==> src/rtl/prio_scan_enc.sv <==
// Sequential priority scanner: accepts a request vector and emits its set indices highest-first, one per beat.
// Optional PRIO_SCAN_COUNT_EN adds out_cnt, the number of beats remaining in the current vector.
module prio_scan_enc #(
  parameter int WIDTH = 8,
  localparam int IDXW = $clog2(WIDTH)
) (
  input  logic             clk,
  input  logic             rst_n,
  input  logic             flush,
  input  logic             in_valid,
  output logic             in_ready,
  input  logic [WIDTH-1:0] in_vec,
  output logic             out_valid,
  input  logic             out_ready,
  output logic [IDXW-1:0]  out_idx,
  output logic             out_last,
  output logic             zero_seen,
`ifdef PRIO_SCAN_COUNT_EN
  output logic [IDXW:0]    out_cnt,
`endif
  output logic             busy
);

  typedef enum logic {IDLE, SCAN} state_t;

  state_t           state;
  logic [WIDTH-1:0] pend;
  logic             scan;

  function automatic logic [IDXW-1:0] top_index(input logic [WIDTH-1:0] v);
    logic [IDXW-1:0] idx;
    idx = '0;
    for (int i = 0; i < WIDTH; i++)
      if (v[i]) idx = IDXW'(i);
    return idx;
  endfunction

`ifdef PRIO_SCAN_COUNT_EN
  function automatic logic [IDXW:0] popcount(input logic [WIDTH-1:0] v);
    logic [IDXW:0] n;
    n = '0;
    for (int i = 0; i < WIDTH; i++)
      n = n + (IDXW+1)'(v[i]);
    return n;
  endfunction

  // pend is always zero outside SCAN, so the count naturally reads 0 there.
  assign out_cnt = popcount(pend);
`endif

  assign scan      = (state == SCAN);
  assign in_ready  = (state == IDLE) && !flush;
  assign out_valid = scan;
  assign busy      = scan;
  assign out_idx   = scan ? top_index(pend) : '0;
  // exactly one bit set: nonzero and clearing the lowest set bit leaves nothing
  assign out_last  = scan && (pend != '0) && ((pend & (pend - WIDTH'(1))) == '0);

  always_ff @(posedge clk or negedge rst_n) begin
    if (!rst_n) begin
      state     <= IDLE;
      pend      <= '0;
      zero_seen <= 1'b0;
    end else begin
      zero_seen <= 1'b0;
      if (flush) begin
        state <= IDLE;
        pend  <= '0;
      end else begin
        case (state)
          IDLE: begin
            if (in_valid) begin
              if (in_vec != '0) begin
                pend  <= in_vec;
                state <= SCAN;
              end else begin
                zero_seen <= 1'b1;
              end
            end
          end
          SCAN: begin
            if (out_ready) begin
              pend <= pend & ~(WIDTH'(1) << out_idx);
              if (out_last) state <= IDLE;
            end
          end
          default: state <= IDLE;
        endcase
      end
    end
  end

endmodule

==> config.mk <==
export PLATFORM = sky130hd
export DESIGN_NAME = prio_scan_enc
export DESIGN_NICKNAME = d
export VERILOG_FILES = /design/src/rtl/prio_scan_enc.sv
export SDC_FILE = /design/constraint.sdc
export NUM_CORES = 1
export LEC_CHECK = 0
export CAP_MARGIN = 25
export CORE_UTILIZATION = 46
export DETAILED_ROUTE_END_ITERATION = 16
export GPL_ROUTABILITY_DRIVEN = 0
export PLACE_DENSITY = 0.84
export SYNTH_ARGS = -nofsm -noshare
export SYNTH_HDL_FRONTEND = slang
export SYNTH_SLANG_ARGS = --single-unit
==> constraint.sdc <==
create_clock -name clk -period 2.2 [get_ports clk]
set_clock_uncertainty 0.1 [all_clocks]
set_input_delay 0.44 -clock clk [delete_from_list [all_inputs] [get_ports clk]]
set_output_delay 0.44 -clock clk [all_outputs]
set_load 0.01 [all_outputs]
== Word level (Yosys, flattened, before mapping) ==
Index checks and enable logic that the tools add are counted.
Operators by class
  add/sub/neg operators: 1
  equal/unequal tests: 3
  shift operators: 1
  multiplexer cells: 23
  bitwise logic cells: 4
  reductions and logical operators: 8
Operators by type and width (number)
  8-bit two-way mux: 4
  8-bit AND: 2
  8-bit one-hot mux with 2 select lines: 1
  8-bit nonzero test: 2
  3-bit two-way mux: 5
  1-bit two-way mux: 10
  8-bit zero test: 1
  8-bit NOT: 1
  1-bit by 3-bit << shifter with 8-bit output (first input constant): 1
  8-bit by 1-bit subtractor with 8-bit output (second input constant): 1
  3-bit != test (second input constant): 2
  2-bit two-way mux: 2
  1-bit logical AND: 3
  3-bit by 2-bit != test with 1-bit output (second input constant): 1
  3-bit AND reduction: 1
  1-bit one-hot mux with 2 select lines: 1
  1-bit zero test: 1
  1-bit NOT: 1
Storage, ports and cells
  register bits: 10
  input bits: 13
  word-level logic and storage cells: 43

== Logic depth before layout (Yosys ltp) ==
  depth after elaboration: 14
  mapped depth: 6
  gate-level depth less buffers: 4

== Worst setup path after synthesis ==
OpenSTA, ideal clock, no wires.
  kind: reg-to-output
  start point: register pend[2]
  end point: output out_last
  data arrival time: 1.654 ns
  required time: 1.660 ns
  setup slack: 0.006 ns
  stages on the path, launching flop included: 6
  path buffers: 1
  cells stage by stage: dfrtp_1 buf_6 or4_4 a2111oi_4 or3_1 and3_1
On the way
  longest elaborated chain between the ends: 4
  elaborated cells on any way between the ends: 6
  classes of those cells: add/sub (1); bitwise (1); reduce/logical (4)
Ends and longest elaborated chain
  from (decl): RTL line 27  | logic [WIDTH-1:0] pend;
  from (signal assigned): RTL line 74  | pend <= in_vec;
  from (signal assigned): RTL line 83  | pend <= pend & ~(WIDTH'(1) << out_idx);
  8-bit by 1-bit subtractor with 8-bit output: RTL line 57  | assign out_last = scan && (pend != '0) && ((pend & (pend - WIDTH'(1))) == '0);
  8-bit AND: RTL line 57
  8-bit zero test: RTL line 57
  1-bit logical AND *: RTL line 57
  to (decl): RTL line 16  | output logic out_last,
Mark *: on every way between the ends. The rest lies on a longest branch, timed or not.

== Worst setup path after layout ==
Same ends and word-level chain as after synthesis.

==> flow_results.xml <==
<?xml version="1.0" encoding="UTF-8"?>
<metrics>
  <group name="synth">
    <metric name="yosys.area.top_type" unit="">dfrtp_1</metric>
    <metric name="synth_area_leaders" unit="">dfrtp_1 (34%), a221o_1 (5.5%), a2111oi_4 (3.8%)</metric>
    <metric name="mappedNetlistNets" unit="">94</metric>
    <metric name="ys.flop_type" unit="">dfrtp_1</metric>
    <metric name="synth_cell_types" unit="">34</metric>
    <metric name="asyncSetResetFlopFracSynth" unit="%">100.0</metric>
    <metric name="synth-edff-count" unit="">0</metric>
    <metric name="synthCells" unit="">81</metric>
    <metric name="postSynthRegisterBits" unit="">10</metric>
    <metric name="syn_area" unit="sq um">729.5</metric>
    <metric name="synth_sequential_area_ratio" unit="%">34.31</metric>
    <metric name="ys_warn_count" unit="">0</metric>
    <metric name="synthDominantCellAreaShare" unit="%">34.31</metric>
    <metric name="syn-mean-instance-area" unit="sq um">9.006</metric>
  </group>
  <group name="timing">
    <metric name="worst_slew_margin_rel" unit="%">63.20</metric>
    <metric name="setup_slack" unit="ns">-0.2442</metric>
    <metric name="setup_total_negative_slack" unit="ns">-0.3418</metric>
    <metric name="achievable-frequency" unit="GHz">0.4091</metric>
    <metric name="maxSlewViolCount" unit="">0</metric>
    <metric name="max_slew.worst_pin.slew" unit="ns">0.5470</metric>
    <metric name="layout_worst_path_cycle_share" unit="%">111.1</metric>
    <metric name="layout_min_cycle_time" unit="ns">2.444</metric>
    <metric name="report.final.hold_viol_count" unit="">0</metric>
    <metric name="setup_viol" unit="">2</metric>
    <metric name="grt_setup_unrepaired" unit="">yes</metric>
  </group>
  <group name="floorplanning">
    <metric name="dieHeight" unit="um">41.82</metric>
    <metric name="die_width" unit="um">41.82</metric>
    <metric name="rows" unit="">14</metric>
    <metric name="floorplan.initialDensity" unit="%">48.99</metric>
    <metric name="placeableCoreArea" unit="sq um">1489</metric>
    <metric name="ioPinCount" unit="">21</metric>
    <metric name="design.die.area" unit="sq um">1749</metric>
  </group>
  <group name="route">
    <metric name="drtIter0Drc" unit="">76</metric>
    <metric name="avgViaCountPerCell" unit="">6.473</metric>
    <metric name="finalWirelength" unit="um">2353</metric>
    <metric name="final_antenna_net_count" unit="">0</metric>
    <metric name="detailedRoute.firstPassIterationCount" unit="">4</metric>
    <metric name="routed_wl_per_cell" unit="um">17.96</metric>
    <metric name="dr_total_vias" unit="">848</metric>
    <metric name="remaining_drc_errors" unit="">0</metric>
  </group>
  <group name="setup_path">
    <metric name="cp_slowest_stage_delay" unit="ns">0.57</metric>
    <metric name="ff2ff_setup_slack" unit="ns">0.24</metric>
    <metric name="worst_setup_path_end_kind" unit="">output pin</metric>
    <metric name="crit_path_top_delay_cell" unit="">or4_4</metric>
    <metric name="criticalPathCategory" unit="">reg2out</metric>
    <metric name="worst-endpoint-arrival" unit="ns">1.90</metric>
    <metric name="endpoint_of_the_worst_register_to_register_path" unit="">pend[0]</metric>
    <metric name="worstSetupStartpointType" unit="">flip-flop</metric>
    <metric name="r2r-start" unit="">pend[4]</metric>
    <metric name="r2r_cells" unit="">6</metric>
    <metric name="timing.critical_path.required" unit="ns">1.66</metric>
    <metric name="cp_cell_sequence" unit="">or4_4 -&gt; buf_6 -&gt; nor4_2 -&gt; or3_1 -&gt; and3_1 -&gt; buf_2</metric>
    <metric name="critical_path_peak_fanout" unit="">2</metric>
  </group>
  <group name="grt">
    <metric name="grt_first_pass_wirelength" unit="um">3732</metric>
    <metric name="grt_start_max_net_pins" unit="">12</metric>
    <metric name="initial_antenna_violation_count" unit="">0</metric>
    <metric name="grt_pass1_vias" unit="">817</metric>
    <metric name="grt.overflow.total" unit="">0</metric>
    <metric name="grt_util_all_layers" unit="%">28.35</metric>
  </group>
  <group name="pwr">
    <metric name="total_power" unit="W">0.0006042</metric>
    <metric name="internal-power" unit="W">0.0004011</metric>
    <metric name="power.leakage" unit="nW">0.4912</metric>
    <metric name="switching_fraction_of_total_power" unit="%">33.61</metric>
    <metric name="net-switching-power" unit="W">0.0002031</metric>
    <metric name="power_per_cell_area" unit="nW/um^2">562.2</metric>
    <metric name="p_seq_share" unit="%">35.2</metric>
    <metric name="max_ir_drop_vdd" unit="mV">0.4917</metric>
    <metric name="clock_power_share" unit="%">21.5</metric>
    <metric name="combPwrFrac" unit="%">43.4</metric>
  </group>
  <group name="layout">
    <metric name="layout-drive-gt1-share" unit="%">25.22</metric>
    <metric name="area_growth" unit="%">47.34</metric>
    <metric name="insertedDiodeCount" unit="">0</metric>
    <metric name="most_frequent_cells_in_the_layout" unit="">clkdlybuf4s50_1 (16), buf_4 (15), dfrtp_1 (9)</metric>
    <metric name="layout_commonest_cell" unit="">clkdlybuf4s50_1</metric>
    <metric name="nNetsFinal" unit="">130</metric>
  </group>
  <group name="cts">
    <metric name="hold_buffers" unit="">0</metric>
    <metric name="clock_buffer_depth" unit="">2</metric>
    <metric name="clkSlewWorstSetupHoldPaths" unit="ns">0.07</metric>
    <metric name="cts.htree.levels" unit="">1</metric>
    <metric name="clock-sinks" unit="">10</metric>
    <metric name="ctsRootBufferMaster" unit="">clkbuf_4</metric>
    <metric name="postCtsSetupRepairBufs" unit="">0</metric>
    <metric name="cts_tree" unit="">yes</metric>
    <metric name="cts_buffers" unit="">3</metric>
    <metric name="clkLatencyLatePin" unit="ns">0.27</metric>
  </group>
  <group name="min_path">
    <metric name="worst_hold_path_type" unit="">in2async</metric>
  </group>
  <group name="place">
    <metric name="placement.io_buffers" unit="">20</metric>
    <metric name="place_worst_setup_slack" unit="ns">-0.4254</metric>
    <metric name="place_hpwl" unit="um">1787</metric>
  </group>
  <group name="outcome">
    <metric name="violations" unit="">setup timing</metric>
    <metric name="outcome" unit="">complete, but fails checks</metric>
  </group>
  <group name="job">
    <metric name="max-cap-violations" unit="">0</metric>
  </group>
</metrics>
-- worst max-delay path by stage --
stage	startpoint	end	slack, ns
2_1_floorplan	pend[2]	out_last	0.006
3_3_place_gp	pend[4]	out_last	-0.39
3_5_place_dp	pend[4]	out_last	-0.43
4_1_cts	pend[1]	out_last	-0.26
5_1_grt	pend[2]	out_last	-0.35
6_report	pend[2]	out_last	-0.24
-- critical path, delay by kind of cell (launching register included) --
family        cells  cell delay (ns)
buf+inv           2             0.26
simple gates      4             1.00
flops             1             0.38
-- power groups by stage --
stage / combinational, W / sequential, W / clock, W
floorplan: 0.000126 / 0.000217 / 0
global placement: 0.000243 / 0.000214 / 0
detailed placement: 0.000250 / 0.000215 / 0
CTS: 0.000254 / 0.000212 / 0.000132
global route: 0.000281 / 0.000214 / 0.000135
finish: 0.000262 / 0.000212 / 0.000130
-- sequential cells by signal, indices dropped and copies added, names as in the netlist --
name and cells:
busy 1, zero_seen 1, pend 8
-- synthesized netlist by cell type, types with 3 or more instances --
cell       number
inv_1           6
nand2_1         6
nor2_1          6
a221o_1         4
a21oi_1         5
nor4_1          4
dfrtp_1        10
and3_1          3
a2111oi_0       3
nor3_1          3
-- what timing repair did --
item / in CTS / in global routing
gates resized for setup: 13 / 2
pin swaps: 5 / 3
setup endpoints to repair: 4 / 3
-- stage by stage --
stage | utilization [%] | hold slack [ns] | cell area, sq um | instances
after floorplan | - | 0.04441 | 729.5 | 81
after global placement | 69.50 | 0.5157 | 1035 | 128
after detailed placement | 69.50 | 0.5275 | 1035 | 128
after CTS | 71.68 | 0.4130 | 1067 | 131
after global routing | 72.18 | 0.4249 | 1075 | 131
final | 72.18 | 0.3896 | 1075 | 131
-- layout make-up --
cell class / instances / area (sq um)
Multi-Input combinational cell: 59 / 427.9
Fill cell: 112 / 414.1
Timing Repair Buffer: 37 / 330.3
Sequential cell: 10 / 251.5
Clock buffer: 3 / 22.52
Inverter: 6 / 22.52
Tap cell: 16 / 20.02
-- metal layers --
layer	up-vias	track usage (%)	part of all wire, %	wire, um
met5	-	0	0	0
met3	10	2.609	10	246
met2	57	44.69	50	1169
li1	379	-	-	-
met1	402	38.12	37	862
met4	0	15.48	3.1	74
-- cells by family (layout without fill, tap and decap cells) --
family                 count (synthesis)  in the layout  share of synthesized area (%)
flip-flops                            10             10                          34.31
AO/OA/AOI/OAI                         24             24                          28.65
XOR/XNOR                               1              1                          1.201
multiplexers                           1              1                          1.372
buffers and inverters                 12             46                          8.919
AND/OR/NAND/NOR                       33             33                          25.55
No activity file was read; power rests on OpenSTA's default activity.
